### src/rtl/sequencer_playlist.sv
// sequencer_playlist: segment-table driven waveform RAM address sequencer with repeats and chaining.
// Optional feature: define SEQUENCER_PLAYLIST_LOOP_EN to honour loop_playlist.
module sequencer_playlist #(
  parameter int ADDRESS_DEPTH = 14,
  parameter int SEGMENTS_LOG2 = 3,
  parameter int REPEAT_WIDTH  = 8
) (
  input  logic                     clock,
  input  logic                     reset,
  input  logic                     table_write_enable,
  input  logic [SEGMENTS_LOG2-1:0] table_write_index,
  input  logic [ADDRESS_DEPTH-1:0] table_start_address,
  input  logic [ADDRESS_DEPTH-1:0] table_end_address,
  input  logic [REPEAT_WIDTH-1:0]  table_repeat,
  input  logic                     table_last,
  input  logic                     start,
  input  logic                     stop,
  input  logic                     loop_playlist,
  output logic [ADDRESS_DEPTH-1:0] read_address,
  output logic                     read_enable,
  output logic                     segment_sync,
  output logic [SEGMENTS_LOG2-1:0] current_segment,
  output logic                     busy,
  output logic                     done,
  output logic                     error
);
  localparam int N = 1 << SEGMENTS_LOG2;
  typedef enum logic [1:0] {IDLE, FETCH, PLAY, DONE} state_t;
  state_t state;
  logic [ADDRESS_DEPTH-1:0] t_start [N];
  logic [ADDRESS_DEPTH-1:0] t_end [N];
  logic [REPEAT_WIDTH-1:0]  t_rep [N];
  logic                     t_last [N];
  logic [ADDRESS_DEPTH-1:0] w_start, w_end;
  logic [REPEAT_WIDTH-1:0]  w_rep;
  logic                     w_last;
  logic                     loop_en, pass_end, fetch_valid, next_valid;
  logic [SEGMENTS_LOG2-1:0] next_index;
`ifdef SEQUENCER_PLAYLIST_LOOP_EN
  assign loop_en = loop_playlist;
`else
  assign loop_en = loop_playlist && 1'b0;
`endif
  always_comb begin
    next_index  = w_last ? '0 : current_segment + 1'b1;
    next_valid  = t_end[next_index] > t_start[next_index];
    fetch_valid = t_end[current_segment] > t_start[current_segment];
    pass_end    = read_address == w_end - 1'b1;
  end
  always_ff @(posedge clock) begin
    if (reset) begin
      for (int i = 0; i < N; i++) begin
        t_start[i] <= '0;
        t_end[i]   <= '0;
        t_rep[i]   <= '0;
        t_last[i]  <= 1'b0;
      end
    end else if (table_write_enable) begin
      t_start[table_write_index] <= table_start_address;
      t_end[table_write_index]   <= table_end_address;
      t_rep[table_write_index]   <= table_repeat;
      t_last[table_write_index]  <= table_last;
    end
  end
  // Outputs are registered alongside the state so each PLAY cycle presents one word.
  always_ff @(posedge clock) begin
    if (reset) begin
      state           <= IDLE;
      read_address    <= '0;
      read_enable     <= 1'b0;
      segment_sync    <= 1'b0;
      current_segment <= '0;
      busy            <= 1'b0;
      done            <= 1'b0;
      error           <= 1'b0;
      w_start         <= '0;
      w_end           <= '0;
      w_rep           <= '0;
      w_last          <= 1'b0;
    end else if (stop && (state == FETCH || state == PLAY)) begin
      state        <= IDLE;
      read_enable  <= 1'b0;
      segment_sync <= 1'b0;
      busy         <= 1'b0;
    end else begin
      case (state)
        IDLE, DONE: if (start && !stop) begin
          state           <= FETCH;
          current_segment <= '0;
          error           <= 1'b0;
          busy            <= 1'b1;
          done            <= 1'b0;
        end
        FETCH: begin
          w_start <= t_start[current_segment];
          w_end   <= t_end[current_segment];
          w_rep   <= t_rep[current_segment];
          w_last  <= t_last[current_segment];
          if (fetch_valid) begin
            state        <= PLAY;
            read_address <= t_start[current_segment];
            read_enable  <= 1'b1;
            segment_sync <= 1'b1;
          end else begin
            state <= DONE;
            error <= 1'b1;
            busy  <= 1'b0;
            done  <= 1'b1;
          end
        end
        PLAY: begin
          if (!pass_end) begin
            read_address <= read_address + 1'b1;
            segment_sync <= 1'b0;
          end else if (w_rep != '0) begin
            w_rep        <= w_rep - 1'b1;
            read_address <= w_start;
            segment_sync <= 1'b1;
          end else if ((!w_last || loop_en) && next_valid) begin
            current_segment <= next_index;
            w_start         <= t_start[next_index];
            w_end           <= t_end[next_index];
            w_rep           <= t_rep[next_index];
            w_last          <= t_last[next_index];
            read_address    <= t_start[next_index];
            segment_sync    <= 1'b1;
          end else begin
            state        <= DONE;
            error        <= !w_last || loop_en;
            read_enable  <= 1'b0;
            segment_sync <= 1'b0;
            busy         <= 1'b0;
            done         <= 1'b1;
          end
        end
        default: state <= IDLE;
      endcase
    end
  end
endmodule

### config.mk
export PLATFORM = sky130hd
export DESIGN_NAME = sequencer_playlist
export DESIGN_NICKNAME = d
export VERILOG_FILES = /design/src/rtl/sequencer_playlist.sv
export SDC_FILE = /design/constraint.sdc
export NUM_CORES = 1
export LEC_CHECK = 0
export CORE_MARGIN = 2
export CORE_UTILIZATION = 40
export CTS_BUF_LIST = sky130_fd_sc_hd__clkbuf_8
export DETAILED_ROUTE_END_ITERATION = 6
export GPL_TIMING_DRIVEN = 0
export HOLD_SLACK_MARGIN = 0.06
export PLACE_DENSITY = 0.55
export SYNTH_ARGS = -nofsm -noshare
export SYNTH_HDL_FRONTEND = slang
export SYNTH_SLANG_ARGS = --single-unit
### constraint.sdc
create_clock -name clock -period 6 [get_ports clock]
set_input_delay 1.2 -clock clock [delete_from_list [all_inputs] [get_ports clock]]
set_output_delay 1.2 -clock clock [all_outputs]
set_load 0.05 [all_outputs]
==> results.yml <==
synth:
  synth_enable_flop_cells: 296
  ys_types: 69
  synth_fp_nets: 1913
  synthesis.instances: 1833
  yosysWarnings: 0
  synth-async-reset-ratio_pct: 0
  syn_avg_cell_area_sq_um: 11.3
  synth-compound-area-share_pct: 10.3
  post_synth_xor_area_fraction_pct: 1.10
  synth_mux_area_share_pct: 14.2
  ys_seq_area_share_pct: 49.3
  synth_fa_ha_area_share_pct: 2.06
  synth-main-ff-cell: "sky130_fd_sc_hd__edfxtp_1"
  yosys_register_bits: 360
  syn-cell-area_sq_um: 20600
  synth_area_in_simple_gates_pct: 20.0
  synth_top_family_by_area: "simple AND/OR/NAND/NOR gates"
worst_setup_path:
  worst_path_max_delay_cell: "sky130_fd_sc_hd__or4_1"
  worst_path_most_repeated_cell: "sky130_fd_sc_hd__clkbuf_4"
  maximum_fanout_encountered_on_the_critical_timing_path: 10
  critical_path.startpoint: "current_segment[0]$_SDFFE_PP0P_"
  timing.critical_path.slowest_cell_delay_ns: 0.63
  worst_r2r_endpoint: "current_segment[1]$_SDFFE_PP0P_"
  setup.worst_path.end_class: "register"
  required_ns: 6.53
  cp_data_arrival_time_ns: 6.43
  timing.critical_path.from_type: "register"
  timing.reg2reg.setup_slack_ns: 0.10
  path_class: "reg -> reg"
  r2r_cells: 19
  worstReg2RegStart: "current_segment[0]$_SDFFE_PP0P_"
  worstPathCellList: "ha_1 > xnor2_4 > nor2_2 > clkbuf_4 > clkbuf_4 > clkbuf_4 > mux4_2 > nand2_1 > nand2_1 > ha_1 > and4_1 > and2_1 > o221ai_1 > a221oi_4 > and2_1 > nand2_2 > or4_1 > clkbuf_1 > o32ai_1"
global_route:
  grt_overflow: 0
  wire_length_of_the_first_global_routing_pass_mm: 115
  grt_antenna_before_repair: 2
  grt_max_degree: 38
  first_global_vias: 16500
  track_usage_pct: 30.3
floorplan:
  initial_utilization_pct: 40.3
  cell_rows: 83
  pin_count: 68
  floorplan.die.width_um: 231
  die-area_sq_um: 53400
  core_region_area_sq_um: 51200
  chipHeight_um: 231
power:
  power.density_cell_area_nw_per_um2: 340
  irDropWorstVdd_mv: 0.145
  leakagePower_nw: 8.35
placement:
  dp.cells: 2590
  number_of_buffers_added_on_ports: 66
  gp_congestion: 0.995
  dp.final_hpwl_mm: 56.3
detailed_routing:
  drtIter0Drc: 1912
  dr.pass1.iters: 5
  drc: 0
  route.final.wire_length_mm: 80.6
  viasPerCell: 6.14
  drtAntennaViolNets: 0
  dr_total_vias: 16600
  wire_per_inst_um: 29.8
final_layout:
  final_common_cell: "sky130_fd_sc_hd__and2_1"
  layout-drive-gt1-share_pct: 15.1
  layoutNonFillerInstCount: 2706
  num-nets-final: 2057
  most-common-layout-cells: "311 x sky130_fd_sc_hd__and2_1, 296 x sky130_fd_sc_hd__edfxtp_1, 198 x sky130_fd_sc_hd__nand2_1"
  layout-area-overhead-vs-synth_pct: 15.8
timing:
  setup_viol: 0
  fin_worst_hold_slack_ns: 0.472
  setup_tns_ns: 0
  final.setup_skew_ns: 0.0447
  finalCritPeriodShare_pct: 98.3
  finalWorstPathRequiredPeriod_ns: 5.90
  timing_worst_slew_pin_value_ns: 1.49
  slew_headroom_pct: 0.917
  max_clock_freq_mhz: 170
  grt_setup_unrepaired: "yes"
  report.final.slew_viol_count: 0
  final_hold_viol_count: 0
clocking:
  cts.hold.buffers_added: 0
  h-tree-depth: 3
  cts.root.buffer_cell: "sky130_fd_sc_hd__clkbuf_8"
  tritoncts: "built"
  cts-buffers-inserted: 66
  clock_latency_late_sink_ns: 0.67
  cts_max_path_buffers: 3
  cts_sinks: 360
  clk_pin_slew_ns: 0.07
job:
  maxCapViolCount: 0
outcome:
  run_status: "complete, no violations"
worst_hold_path:
  worstHoldStart: "w_start[6]$_SDFFE_PP0P_"
  worst_min_delay_path_endpoint: "w_start[6]$_SDFFE_PP0P_"
  whs_path_depth: 2
  timing.hold.worst.class: "reg -> reg"
==> critical path, delay by kind of cell (launching register included) <==
kind,cells,cell delay (ns)
flops,1,0.52
compound gates,3,0.89
xor+xnor,1,0.13
simple gates,8,1.95
buf+inv,4,1.23
fa+ha+maj,2,0.68
mux,1,0.34
==> area by class of cell <==
cell class	count	area, sq um
sequential	360	10200
inverter	22	82.6
timing repair buffer	80	941
buffer	139	588
tap	680	851
multi-input combinational	1308	9980
clock buffer	70	963
fill	4713	27300
clock inverter	46	325
antenna	1	2.50
==> through the flow <==
stage / setup slack [ns] / instance area, sq um / total power [W] / utilization (%)
6_report: 0.103 / 23900 / 0.00813 / 46.7
3_5_place_dp: -2.50 / 22500 / 0.00566 / 43.9
2_1_floorplan: 0.951 / 20600 / 0.00475 / -
5_1_grt: -0.0721 / 23900 / 0.00842 / 46.7
4_1_cts: 0.00113 / 23900 / 0.00806 / 46.6
3_3_place_gp: -3.09 / 22100 / 0.00560 / 43.3
==> flip-flops by register name, summed over array words and instances, names as in the netlist, named ones only <==
| name | cells |
|---|---|
| t_last | 8 |
| done | 1 |
| segment_sync | 1 |
| t_rep | 64 |
| w_rep | 8 |
| read_enable | 1 |
| t_end | 112 |
| busy | 1 |
| w_end | 14 |
| current_segment | 3 |
| w_last | 1 |
| w_start | 14 |
| error | 1 |
| state | 2 |
| t_start | 112 |
| read_address | 14 |
==> cell usage after synthesis (4+ instances only) <==
master                        n  area share [%]
sky130_fd_sc_hd__and3_1       9            0.27
sky130_fd_sc_hd__xnor2_1     15            0.64
sky130_fd_sc_hd__o221ai_1     8            0.34
sky130_fd_sc_hd__edfxtp_1   296              43
sky130_fd_sc_hd__inv_1       21            0.38
sky130_fd_sc_hd__buf_1       19            0.35
sky130_fd_sc_hd__mux2i_1     47             2.3
sky130_fd_sc_hd__a221oi_1     4            0.17
sky130_fd_sc_hd__o22ai_1     15            0.45
sky130_fd_sc_hd__or2_2       13            0.39
sky130_fd_sc_hd__nand4_1      9            0.27
sky130_fd_sc_hd__nand2b_1    13            0.39
sky130_fd_sc_hd__o2111ai_1    4            0.17
sky130_fd_sc_hd__or3_1        7            0.21
sky130_fd_sc_hd__mux2_2      30             1.6
sky130_fd_sc_hd__a31oi_1      8            0.24
sky130_fd_sc_hd__a31o_2       8            0.34
sky130_fd_sc_hd__nand3_1     71             1.7
sky130_fd_sc_hd__xor2_1      11            0.47
sky130_fd_sc_hd__buf_2        7            0.17
sky130_fd_sc_hd__nor2_1      53            0.96
sky130_fd_sc_hd__mux4_2      94              10
sky130_fd_sc_hd__nor3b_1      9            0.33
sky130_fd_sc_hd__o21a_1       6            0.22
sky130_fd_sc_hd__o21bai_1     4            0.15
sky130_fd_sc_hd__and2_1     311             9.4
sky130_fd_sc_hd__nand2_1    198             3.6
sky130_fd_sc_hd__a311oi_1    18            0.76
sky130_fd_sc_hd__o41ai_1      4            0.17
sky130_fd_sc_hd__a211oi_1    36             1.3
sky130_fd_sc_hd__a211o_1     12            0.51
sky130_fd_sc_hd__a21oi_1     67             1.6
sky130_fd_sc_hd__nor4_1       5            0.15
sky130_fd_sc_hd__clkbuf_1   116             2.1
sky130_fd_sc_hd__o31ai_1      8            0.29
sky130_fd_sc_hd__nor2b_1     15            0.45
sky130_fd_sc_hd__o32ai_1      6            0.25
sky130_fd_sc_hd__nor3_1      30            0.73
sky130_fd_sc_hd__a2111oi_0    6            0.25
sky130_fd_sc_hd__ha_1        34             2.1
sky130_fd_sc_hd__o21ai_0     53             1.3
sky130_fd_sc_hd__dfxtp_1     64             6.2
sky130_fd_sc_hd__o211ai_1    22            0.80
==> logic make-up after synthesis <==
family,Yosys count
AO/OA/AOI/OAI,311
flip-flops,360
buffers and inverters,165
multiplexers,171
XOR/XNOR,26
adder cells (fa/ha/maj),34
AND/OR/NAND/NOR,766
==> timing repair <==
item,4_1_cts,5_1_grt
setup endpoints to repair,64,50
buffers inserted,2,1
gates resized for setup,41,22
pin swaps,1,1
==> report_power, final <==
part,switching (W),leakage (nW),internal [W]
clock network,0.00112,0.724,0.00129
registers,0.000207,3.36,0.00295
logic,0.00169,4.27,0.000866
==> routing by layer <==
| metal | vias to the layer above | track usage (%) | wire [um] |
|---|---|---|---|
| met2 | 1014 | 48.0 | 37000 |
| li1 | 7160 | - | - |
| met3 | 193 | 5.65 | 7580 |
| met4 | 2 | 14.2 | 3510 |
| met5 | - | 0 | 9 |
| met1 | 8248 | 40.2 | 32400 |
==> how the worst max path moves through the flow <==
stage,to,cells after the start
detailed placement,w_rep[0]$_SDFFE_PP0P_,19
finish,current_segment[1]$_SDFFE_PP0P_,19
global route,w_start[11]$_SDFFE_PP0P_,19
CTS,current_segment[1]$_SDFFE_PP0P_,19
floorplan,register,19
global placement,t_start[3][7]$_SDFFCE_PN0P_,4
Note: power is estimated with default switching activity, not from simulation.
